### config.mk
export PLATFORM = sky130hd
export DESIGN_NAME = instr_fetch_unit
export DESIGN_NICKNAME = d
export VERILOG_FILES = /design/src/rtl/instr_fetch_unit_pkg.sv /design/src/rtl/instr_fetch_unit_pc_next_logic.sv /design/src/rtl/instr_fetch_unit.sv
export SDC_FILE = /design/constraint.sdc
export NUM_CORES = 1
export LEC_CHECK = 0
export ABC_CLOCK_PERIOD_IN_PS = 3300
export CORE_MARGIN = 1.5
export CORE_UTILIZATION = 43
export CTS_CLUSTER_DIAMETER = 120
export DETAILED_ROUTE_END_ITERATION = 6
export PLACE_DENSITY = 0.81
export SETUP_SLACK_MARGIN = 0.5
export SLEW_MARGIN = 20
export SYNTH_ARGS = -nofsm -noshare
export SYNTH_HDL_FRONTEND = slang
export SYNTH_HIERARCHICAL = 1
export SYNTH_SLANG_ARGS = --single-unit
### constraint.sdc
create_clock -name clk -period 3.3 [get_ports clk]
set_input_delay 0.33 -clock clk [delete_from_list [all_inputs] [get_ports clk]]
set_output_delay 0.33 -clock clk [all_outputs]
set_load 0.02 [all_outputs]
### src/rtl/instr_fetch_unit_pkg.sv
// Shared fetch-stage definitions: FSM encoding, reset/NOP defaults and
// instruction field widths also used by the control unit decoders.
package instr_fetch_unit_pkg;

    typedef enum logic [1:0] {
        IDLE = 2'd0,
        REQ  = 2'd1,
        WAIT = 2'd2,
        HOLD = 2'd3
    } fetch_state_t;

    localparam logic [31:0] DEFAULT_RESET_PC  = 32'h0000_0000;
    localparam logic [31:0] DEFAULT_NOP_INSTR = 32'h0000_0013;

    localparam int OP_W     = 7;
    localparam int FUNCT3_W = 3;
    localparam int FUNCT7_W = 7;

endpackage

### src/rtl/instr_fetch_unit_pc_next_logic.sv
// Next fetch address select: redirect (word-aligned target), sequential +4,
// or hold. Also flags a redirect target that is not word aligned.
module pc_next_logic (
    input  logic [31:0] fetch_pc,
    input  logic        pc_src,
    input  logic [31:0] pc_target,
    input  logic        advance,
    output logic [31:0] next_pc,
    output logic        misaligned
);

    always_comb begin
        next_pc = fetch_pc;
        if (pc_src) begin
            next_pc = {pc_target[31:2], 2'b00};
        end else if (advance) begin
            // Plain 32-bit add: 32'hFFFF_FFFC wraps to zero.
            next_pc = fetch_pc + 32'd4;
        end
    end

    assign misaligned = pc_src && (pc_target[1:0] != 2'b00);

endmodule

### src/rtl/instr_fetch_unit.sv
// Fetch stage: one outstanding word request to instruction memory, holds the
// returned instruction for decode, honours stall and branch redirect.
module instr_fetch_unit
    import instr_fetch_unit_pkg::*;
#(
    parameter logic [31:0] RESET_PC  = DEFAULT_RESET_PC,
    parameter logic [31:0] NOP_INSTR = DEFAULT_NOP_INSTR
) (
    input  logic                clk,
    input  logic                rst,
    input  logic                Stall,
    input  logic                PCSrc,
    input  logic [31:0]         PCTarget,
    output logic                ImemReq,
    output logic [31:0]         ImemAddr,
    input  logic                ImemReady,
    input  logic                ImemValid,
    input  logic [31:0]         ImemRdata,
    output logic [31:0]         Instr,
    output logic                InstrValid,
    output logic [31:0]         PC,
    output logic [31:0]         PCPlus4,
    output logic [OP_W-1:0]     Op,
    output logic [FUNCT3_W-1:0] funct3,
    output logic [FUNCT7_W-1:0] funct7,
    output logic                Misaligned,
    output logic [1:0]          state_dbg
);

    // Memory handshake: a request transfers on a cycle with ImemReq=1 and
    // ImemReady=1; its data returns later on any cycle with ImemValid=1 while
    // in WAIT. ImemValid in any other state is ignored.

    fetch_state_t state, state_next;
    logic         kill, kill_next;
    logic [31:0]  fetch_pc, fetch_pc_next;
    logic         advance, capture, misaligned_next;

    pc_next_logic u_pc_next (
        .fetch_pc   (fetch_pc),
        .pc_src     (PCSrc),
        .pc_target  (PCTarget),
        .advance    (advance),
        .next_pc    (fetch_pc_next),
        .misaligned (misaligned_next)
    );

    always_ff @(posedge clk or posedge rst) begin
        if (rst) begin
            state <= IDLE;
        end else begin
            state <= state_next;
        end
    end

    always_comb begin
        state_next = state;
        case (state)
            IDLE: state_next = REQ;
            REQ:  if (ImemReady) state_next = WAIT;
            WAIT: if (ImemValid) state_next = (kill || PCSrc) ? REQ : HOLD;
            HOLD: if (PCSrc || !Stall) state_next = REQ;
            default: state_next = IDLE;
        endcase
    end

    // kill marks a response that belongs to an address abandoned by redirect.
    always_comb begin
        kill_next = kill;
        case (state)
            REQ:  if (PCSrc && ImemReady) kill_next = 1'b1;
            WAIT: begin
                if (ImemValid) begin
                    kill_next = 1'b0;
                end else if (PCSrc) begin
                    kill_next = 1'b1;
                end
            end
            default: kill_next = 1'b0;
        endcase
    end

    always_comb begin
        ImemReq = (state == REQ);
        capture = (state == WAIT) && ImemValid && !kill && !PCSrc;
        advance = (state == HOLD) && !Stall;
    end

    always_ff @(posedge clk or posedge rst) begin
        if (rst) begin
            fetch_pc   <= RESET_PC;
            kill       <= 1'b0;
            Instr      <= NOP_INSTR;
            InstrValid <= 1'b0;
            PC         <= RESET_PC;
            Misaligned <= 1'b0;
        end else begin
            fetch_pc   <= fetch_pc_next;
            kill       <= kill_next;
            Misaligned <= misaligned_next;
            if (PCSrc) begin
                Instr      <= NOP_INSTR;
                InstrValid <= 1'b0;
            end else if (capture) begin
                Instr      <= ImemRdata;
                PC         <= fetch_pc;
                InstrValid <= 1'b1;
            end else if (advance) begin
                Instr      <= NOP_INSTR;
                InstrValid <= 1'b0;
            end
        end
    end

    assign ImemAddr  = fetch_pc;
    assign PCPlus4   = PC + 32'd4;
    assign Op        = Instr[6:0];
    assign funct3    = Instr[14:12];
    assign funct7    = Instr[31:25];
    assign state_dbg = state;

endmodule

==> results of run 1 <==
==> power breakdown <==
part | total (mW) | leakage, nW | internal [mW] | switching (mW)
clock | 1.05 | 0.143 | 0.607 | 0.439
combinational | 2.07 | 1.76 | 1.07 | 1.00
sequential | 1.83 | 1.29 | 1.48 | 0.352
==> worst paths after layout <==
path	start	endpoint	slack, ps
min	InstrValid$_DFFE_PP0P_	InstrValid$_DFFE_PP0P_	480
max	PC[12]$_DFFE_PP0P_	PCPlus4[29]	580
min reg2reg	InstrValid$_DFFE_PP0P_	InstrValid$_DFFE_PP0P_	480
max reg2reg	state_dbg[1]$_DFFE_PP0P_	ImemAddr[22]$_DFF_PP0_	770
min in group asynchronous	rst	Instr[27]$_DFFE_PP0P_	530
max in group asynchronous	rst	PC[6]$_DFFE_PP0P_	1940
==> critical path, cell delays in order (launching register included) <==
cell and delay [ps]:
dfrtp_1 470, nand4_4 190, nor4_4 310, buf_4 190, nand4_1 120, xnor2_1 150, clkdlybuf4s50_1 610
==> per-layer routing <==
layer	up-vias	share of wire, %
met1	2302	44
met2	168	50
met3	14	4.9
met5	-	0
met4	0	1.2
li1	2287	-
==> metrics by stage <==
stage	instance area [µm²]	total power, mW	instances
after floorplan	5270	2.84	545
after global placement	7470	3.88	873
after detailed placement	7470	3.93	873
after CTS	7760	5.00	889
after global routing	7800	5.20	890
final	7800	4.94	890
==> area by class of cell <==
| type | count | area, µm² |
|---|---|---|
| multi-input combinational | 382 | 2420 |
| timing repair buffer | 228 | 2300 |
| inverter | 16 | 63.8 |
| tap | 147 | 184 |
| clock buffer | 12 | 246 |
| clock inverter | 4 | 47.5 |
| fill | 956 | 4160 |
| sequential | 101 | 2530 |
==> cells in the final DEF, fill, tap and decap left out, types with 2 or more instances in the layout <==
master	instances
clkinv_2	2
xnor2_1	31
nand2_1	100
or3_1	3
a21oi_1	7
clkinvlp_4	2
nor3_1	4
nor3_2	2
or2_2	3
buf_4	7
a31oi_1	12
o211ai_1	5
or4_1	15
nand3_2	2
clkbuf_16	9
inv_1	15
ha_1	5
dfrtp_1	95
xor2_1	9
clkdlybuf4s50_1	211
o21ai_0	45
nand3_1	25
and3_1	6
dfstp_2	3
or4_2	3
nor2_1	20
dfrtp_2	3
nor2b_1	4
nor4_4	2
o31ai_1	10
o41ai_1	2
nor4_1	4
buf_12	2
dlymetal6s2s_1	8
or4_4	2
mux2_2	29
clkbuf_1	2
and4_1	3
nand4_1	16
==> cells by family after synthesis <==
kind of cell,Yosys count,synth area share (%)
xor+xnor,40,6.65
mux,31,6.60
simple gates,220,21.7
compound gates,86,9.53
flops,101,48.1
fa+ha+maj,5,1.19
buf+inv,62,6.30
==> sequential cells by signal (all words and copies together), names as in the netlist <==
name / count
PC: 32
Instr: 32
Misaligned: 1
state_dbg: 2
kill: 1
InstrValid: 1
ImemAddr: 32
==> repair_timing <==
| action | 4_1_cts | 5_1_grt |
|---|---|---|
| endpoints found under the hold margin | 0 | 0 |
| gates resized for setup | 0 | 12 |
| buffers inserted | 0 | 1 |
| endpoints found under the setup margin | 2 | 17 |
| pin swaps | 1 | 1 |
==> impl_results.md, run 1 <==
* Root Buffer: clkbuf_16
* Yosys top cell area share at 46.6%
* GRT overflow at 0
* Asr flop ratio synth at 100%
* # rows at 40
* Initial antenna violation count at 0
* Period utilization at 82.4%
* Kind of critical path: reg2out
* Final Core Density at 65.2%
* Most numerous cell in the Yosys netlist: nand2_1
* TNS Setup at 0 ps
* Largest area contributor in the netlist: dfrtp_1
* RSZ-0062 raised after global routing: true
* Startpoint types: flop
* Status: completed
* Worst-skew pair later-pin latency at 330 ps
* FF-to-FF path depth at 7
* Global-route track usage on met2 at 39.5%
* CTS Buf Count at 9
* Starting DRC count in detailed routing at 266
* CTS tree: yes
* Commonest cells in the netlist: nand2_1 (100), dfrtp_1 (98), o21ai_0 (45), xnor2_1 (31), mux2_2 (29)
* Endpoints failing hold at 0
* Slew Viols, Final at 0
* CTS clk-pin slew, worst paths at 70 ps
* Layout Skew at 6.86 ps
* Post-DR vias/cell at 5.36
* Ports at 220
* Setup violations, final at 0
* Number of synthesized flops with an enable pin at 0
* Critical path arrival at 2390 ps
* Pin count of the biggest net entering global routing at 100
* Share of layout cells above drive strength 1 at 10.2%
* Syn-to-layout area delta at 48.1%
* Top cells by area, synth: dfrtp_1 (47%), nand2_1 (7.1%), mux2_2 (6.2%)
* Wire length per cell at 16.6 µm
* GPL Wtd Cong at 0.827
* Worst Setup End Kind: primary output
* Vias in the first global route at 4629
* Clock Path Buffers at 2
* Place WS at 649 ps
* Worst Hold Class: reg2reg
* First drt pass iteration count at 5
* Ant diodes at 0
* Most utilized layer in the global route result: met2
* Synth warnings at 6
* H-tree depth at 3
* Syn_area_per_cell at 9.66 µm²
* First-pass GRT wire length at 23600 µm
* MaxCap Viol Count at 0
* Pleak at 3.19 nW
* Die Height at 114 µm
* Initial Util at 44.0%
* Met3 Use GR at 2.66%
* Remaining DRCs at 0
* Net Count, Synth at 620
* Largest fanout on the critical path at 8
* Final WL at 14800 µm
* Max Clk Rate at 0.368 GHz
* Power density cells at 634 nW/µm²
* Synthesized flop and latch total at 101
* Global-route met1 utilization at 30.4%
* IO buf count at 219
* Core box area at 12000 µm²
* Worst slew pin tran at 921 ps
* WHS Path Cells at 1
* Cells after Synth at 545
* Primary FF master, synth: dfrtp_1
* GR Util All Layers at 22.9%
* Peak VDD IR at 0.000600 V
* Width of the die at 114 µm
* Hold WS at 481 ps
* Synth unique cells at 45
* Via count at 4771
* Synthesized cell area at 5270 µm²
* Post-cts hold buffer count at 0
* Final ANT Viol Nets at 0
* Post-layout nets at 813
* Die ar. at 12900 µm²
* Register area share after synthesis at 48.1%
* CP required at 2970 ps
* Worst setup margin at 582 ps
* Clock Sinks at 101
* Fin crit period at 2720 ps
* Dpl hpwl at 11000 µm
* Relative slew slack at 38.5%
Power figures use the tool's default switching activity.
==> run 2: changes to the inputs <==
Settings changed: ABC_CLOCK_PERIOD_IN_PS 3300 to 2500, CORE_UTILIZATION 43 to 39, PLACE_DENSITY 0.81 to 0.77.
Clock period 3.3 ns to 2.5 ns, I/O delays scaled along.
==> impl_results.md, run 2 (same netlist as run 1, synthesis figures left out) <==
* Status: completed
* Die Height at 119 µm
* CTS tree: yes
* Worst Setup End Kind: primary output
* # rows at 42
* MaxCap Viol Count at 0
* Most common cell after layout, fill and taps aside: clkdlybuf4s50_1
* Vias in the first global route at 4955
* GRT overflow at 0
* GR Util All Layers at 23.2%
* CTS Buf Count at 9
* Fin area at 8570 µm²
* Die ar. at 14200 µm²
* Starting DRC count in detailed routing at 435
* Wire length per cell at 18.1 µm
* GPL Wtd Cong at 0.873
* Share of layout cells above drive strength 1 at 27.3%
* Period utilization at 86.8%
* Placed instance area at 7590 µm²
* Max incr delay on CP at 410 ps
* First-pass GRT wire length at 25900 µm
* Pleak at 3.51 nW
* Flop-to-flop setup slack at 450 ps
* CTS clk-pin slew, worst paths at 70 ps
* Core box area at 13200 µm²
* IO buf count at 219
* Endpoints failing hold at 0
* Post-DR vias/cell at 5.33
* Dpl hpwl at 11400 µm
* Worst Hold Class: in2reg
* Startpoint types: flop
* Ports at 220
* Final ANT Viol Nets at 0
* H-tree depth at 3
* Pin count of the biggest net entering global routing at 102
* Setup violations, final at 0
* Final WL at 17800 µm
* Ant diodes at 0
* Via count at 5228
* Critical path arrival at 1920 ps
* CP required at 2250 ps
* Placed cell count at 909
* First drt pass iteration count at 5
* Clock Sinks at 101
* Post-cts hold buffer count at 0
* Power density cells at 801 nW/µm²
* Worst-skew pair later-pin latency at 350 ps
* Max Clk Rate at 0.461 GHz
* Remaining DRCs at 0
* Buffers & Inverters on Critical Path at 2
* Syn-to-layout area delta at 62.7%
* Slew Viols, Final at 0
* Fin crit period at 2170 ps
* Largest fanout on the critical path at 8
* Initial antenna violation count at 0
* Cell Chain, Critical Path: nand2_1 -> nor4_4 -> buf_6 -> nand4_1 -> xnor2_1 -> buf_2
* Hold WS at 403 ps
* Final std cells w/o fill at 981
* RSZ-0062 raised after global routing: true
* Peak VDD IR at 0.000695 V
* Worst slew pin tran at 961 ps
* CP max-delay cell: dfrtp_2
* Crit-path leading delay family: simple AND/OR/NAND/NOR gates
* Initial Util at 39.9%
* Post-layout nets at 875
* TNS Setup at 0 ps
* Root Buffer: clkbuf_16
* Clock Path Buffers at 2
* Relative slew slack at 35.9%
* Commonest cells after routing, fill and taps aside: clkdlybuf4s50_1 (191), nand2_1 (96), dfrtp_1 (74)
* Width of the die at 119 µm
* Layout Skew at 10.3 ps
* Kind of critical path: reg2out
[run 2: cell count changes in the layout (fill, tap and decap cells not counted), sizes merged]
cell / change
clkdlybuf4s50: -20
buf: +78
dlymetal6s2s: -8
clkbuf: +3
clkdlybuf4s15: +5
dlygate4sd2: +4
[run 2: through the flow]
step	setup slack [ps]	total power [mW]	util, %
after floorplan	356	3.77	-
after global placement	194	5.21	57.5
after detailed placement	88.7	5.27	57.5
after CTS	300	6.78	62.4
after global routing	231	7.16	65.0
final	331	6.87	65.0
[run 2: final timing paths]
| check | endpoint | startpoint | cells after the start |
|---|---|---|---|
| worst max-delay path | PCPlus4[29] | PC[14]$_DFFE_PP0P_ | 6 |
| worst min-delay path | Instr[4]$_DFFE_PP1P_ | ImemRdata[4] | 3 |
| worst max register to register | ImemAddr[15]$_DFF_PP0_ | state_dbg[1]$_DFFE_PP0P_ | 7 |
| worst min register to register | InstrValid$_DFFE_PP0P_ | InstrValid$_DFFE_PP0P_ | 1 |
| max in group asynchronous | ImemAddr[9]$_DFF_PP0_ | rst | 3 |
| min in group asynchronous | PC[19]$_DFFE_PP0P_ | rst | 3 |
[run 2: power breakdown]
group	leakage (nW)	total (mW)	internal (mW)	switching [mW]
registers	1.26	2.34	1.96	0.381
clock network	0.149	1.44	0.828	0.617
logic	2.10	3.08	1.52	1.56
total	3.51	6.87	4.31	2.55
[run 2: what timing repair did]
item,4_1_cts,5_1_grt
gates cloned,1,2
buffers inserted,35,18
gates resized for setup,158,44
pin swaps,27,15
setup endpoints to repair,45,105
[run 2: layer usage]
layer	GRT usage, %	up-vias	share of wire, %
met2	37.4	217	49
met4	11.1	0	2.7
met1	30.4	2569	42
met3	4.17	30	5.7
met5	0	-	0
li1	-	2412	-
[run 2: cell type report]
cell class	count	area, µm²
inverter	16	63.8
fill	1034	4620
sequential	101	2560
multi-input combinational	382	2670
clock inverter	4	47.5
timing repair buffer	290	2750
tap	176	220
clock buffer	12	256
[run 2: worst register-to-register path, stage by stage (launching register included)]
cell	delay (ps)
dfrtp_2	390
ha_4	140
nor2b_4	190
nand3_2	100
or4_4	520
buf_6	180
or4_4	410
nand3_2	70
==> run 3: changes to the inputs <==
Settings changed: ABC_AREA set to 1, CORE_UTILIZATION 39 to 41, PLACE_DENSITY 0.77 to 0.78.
==> impl_results.md, run 3 <==
* Status: completed
* Net Count, Synth at 862
* Largest area contributor in the netlist: dfrtp_1
* First drt pass iteration count at 5
* Crit path from: PC[3]$_DFFE_PP0P_
* Root Buffer: clkbuf_16
* Cell Chain, Critical Path: buf_6 -> nand2_4 -> nor2_8 -> buf_12 -> nand2_4 -> nor2_4 -> buf_6 -> xor2_1 -> buf_4
* Clock Sinks at 101
* GR Util All Layers at 24.2%
* Wire length per cell at 15.1 µm
* Reg2reg end: ImemAddr[27]$_DFF_PP0_
* Primary FF master, synth: dfrtp_1
* Most numerous cell in the Yosys netlist: nand2_1
* Synth warnings at 6
* Die ar. at 14900 µm²
* Width of the die at 122 µm
* # rows at 43
* Via count at 5881
* Commonest cells after routing, fill and taps aside: nand2_1 (310), clkdlybuf4s50_1 (190), dfrtp_1 (86)
* Relative slew slack at 56.7%
* Critical path arrival at 1820 ps
* Post-synthesis simple-gate area fraction at 39.0%
* Most common cell after layout, fill and taps aside: nand2_1
* Area of the multi-input gates at 2990 µm²
* Post-synthesis mux area share at 0%
* Seq. cell area at 2550 µm²
* Synth unique cells at 33
* Synthesized flop and latch total at 101
* Final ANT Viol Nets at 0
* MaxCap Viol Count at 0
* CTS clk-pin slew, worst paths at 70 ps
* Dpl hpwl at 13300 µm
* Starting DRC count in detailed routing at 458
* Max Clk Rate at 0.484 GHz
* Initial Util at 42.0%
* Ports at 220
* Power density cells at 866 nW/µm²
* Worst Hold Class: in2async
* CP max-delay cell: dfrtp_1
* Yosys top cell area share at 42.3%
* Startpoint types: flop
* Synthesized cell area at 5800 µm²
* Final WL at 18300 µm
* FF-to-FF path depth at 12
* Worst Setup End Kind: primary output
* Register area share after synthesis at 43.6%
* R2r startpoint: state_dbg[0]$_DFFE_PP0P_
* Number of synthesized flops with an enable pin at 0
* Max incr delay on CP at 420 ps
* TNS Setup at 0 ps
* Commonest cells in the netlist: nand2_1 (324), dfrtp_1 (98), nor2_1 (71), inv_1 (67), nand3_1 (52)
* Initial antenna violation count at 0
* Worst Setup EP: PCPlus4[15]
* Remaining DRCs at 0
* Post-synthesis compound-gate area fraction at 3.82%
* Top cells by area, synth: dfrtp_1 (42%), nand2_1 (21%), nor2_1 (4.6%)
* Endpoints failing hold at 0
* CP required at 2250 ps
* Pin count of the biggest net entering global routing at 82
* Kind of critical path: reg2out
* CTS tree: yes
* Peak VDD IR at 0.000421 V
* H-tree depth at 3
* Fillers at 1186
* Layout Skew at 9.36 ps
* Period utilization at 82.6%
* XOR/XNOR Fraction of Synth Area at 3.75%
* Fin crit period at 2070 ps
* Syn_area_per_cell at 7.38 µm²
* Vias in the first global route at 5286
* Setup violations, final at 0
* Largest family of logic cells by synthesized area: simple AND/OR/NAND/NOR gates
* Cells after Synth at 787
* Die Height at 122 µm
* CTS Buf Count at 9
* IO buf count at 219
* Asr flop ratio synth at 100%
* Adder-cell share of the synthesized area at 1.08%
* Largest fanout on the critical path at 3
* First-pass GRT wire length at 27700 µm
* Pleak at 4.17 nW
* Clock Path Buffers at 2
* Worst-skew pair later-pin latency at 350 ps
* Share of layout cells above drive strength 1 at 18.1%
* Ant diodes at 0
* GRT overflow at 0
* Slew Viols, Final at 0
* Post-DR vias/cell at 4.87
* GPL Wtd Cong at 0.879
* Syn-to-layout area delta at 52.7%
* Flop-to-flop setup slack at 620 ps
* Post-layout nets at 1098
* Hold WS at 328 ps
* Worst slew pin tran at 648 ps
* RSZ-0062 raised after global routing: true
* Core box area at 13800 µm²
[run 3: cell count changes in the layout (fill, tap and decap cells not counted), moves of 18 or more]
cell	previous run	this run
nand2_1	96	310
nand3_1	16	49
buf_4	67	37
mux2_2	29	0
nor2_4	1	19
nor2_1	18	60
xnor2_1	30	5
inv_1	15	63
[run 3: layer usage]
| metal | GRT usage (%) | part of all wire, % |
|---|---|---|
| met5 | 0 | 0 |
| met4 | 9.12 | 2.2 |
| met3 | 2.81 | 4.9 |
| met2 | 38.8 | 49 |
| met1 | 33.7 | 44 |
[run 3: what timing repair did]
item / in CTS / in global routing
hold buffers: 0 / 0
hold endpoints to repair: 0 / 0
gates resized for setup: 121 / 77
setup endpoints to repair: 44 / 69
setup buffers: 24 / 12
cloned: 0 / 1
pin swaps: 8 / 22
[run 3: worst min path at each step]
stage	startpoint	end	slack, ps	cells after the start
floorplan	PCTarget[30]	ImemAddr[30]$_DFF_PP0_	360	2
global route	rst	Instr[11]$_DFFE_PP0P_	390	2
CTS	rst	Instr[11]$_DFFE_PP0P_	350	2
detailed placement	Instr[17]$_DFFE_PP0P_	Instr[17]$_DFFE_PP0P_	460	2
finish	rst	Instr[12]$_DFFE_PP0P_	330	2
global placement	Instr[20]$_DFFE_PP0P_	Instr[20]$_DFFE_PP0P_	450	2
[run 3: where the power goes]
| group | leakage, nW | switching (mW) | internal [mW] |
|---|---|---|---|
| sequential | 1.27 | 0.519 | 2.01 |
| combinational | 2.76 | 2.07 | 1.72 |
| clock | 0.140 | 0.639 | 0.736 |
[run 3: through the flow]
step,utilization [%],worst slack (ps),instances,area [µm²],total power [mW]
6_report,64.1,434,1208,8870,7.68
5_1_grt,64.1,342,1208,8870,8.08
4_1_cts,61.8,324,1195,8550,7.43
3_5_place_dp,58.3,260,1155,8060,5.92
3_3_place_gp,58.3,334,1155,8060,5.87
2_1_floorplan,-,509,787,5810,4.19
[run 3: worst max-delay path: cells and delay by family, from the launching register on]
kind                      cells  cell delay (ps)
DFF                           1              420
and+or+nand+nor               4              380
buffers and inverters         4              530
xor gates and xnor gates      1              130
[run 3: cell type report]
class | count | area share, %
clock buffers | 12 | 2.89
clock inverters | 4 | 0.339
inverters | 68 | 3.01
multi-input cells | 580 | 33.8
flip-flops and latches | 101 | 28.7
well taps | 180 | 2.54
repair buffers | 262 | 28.6
repair inverters | 1 | 0.0847
[run 3: cells by family (layout without fill, tap and decap cells)]
group / Yosys count / in the layout
DFF: 101 / 101
AOI/OAI and AO/OA: 44 / 44
adders and majority gates: 5 / 5
and+or+nand+nor: 507 / 507
buffers and inverters: 106 / 347
xor gates and xnor gates: 24 / 24
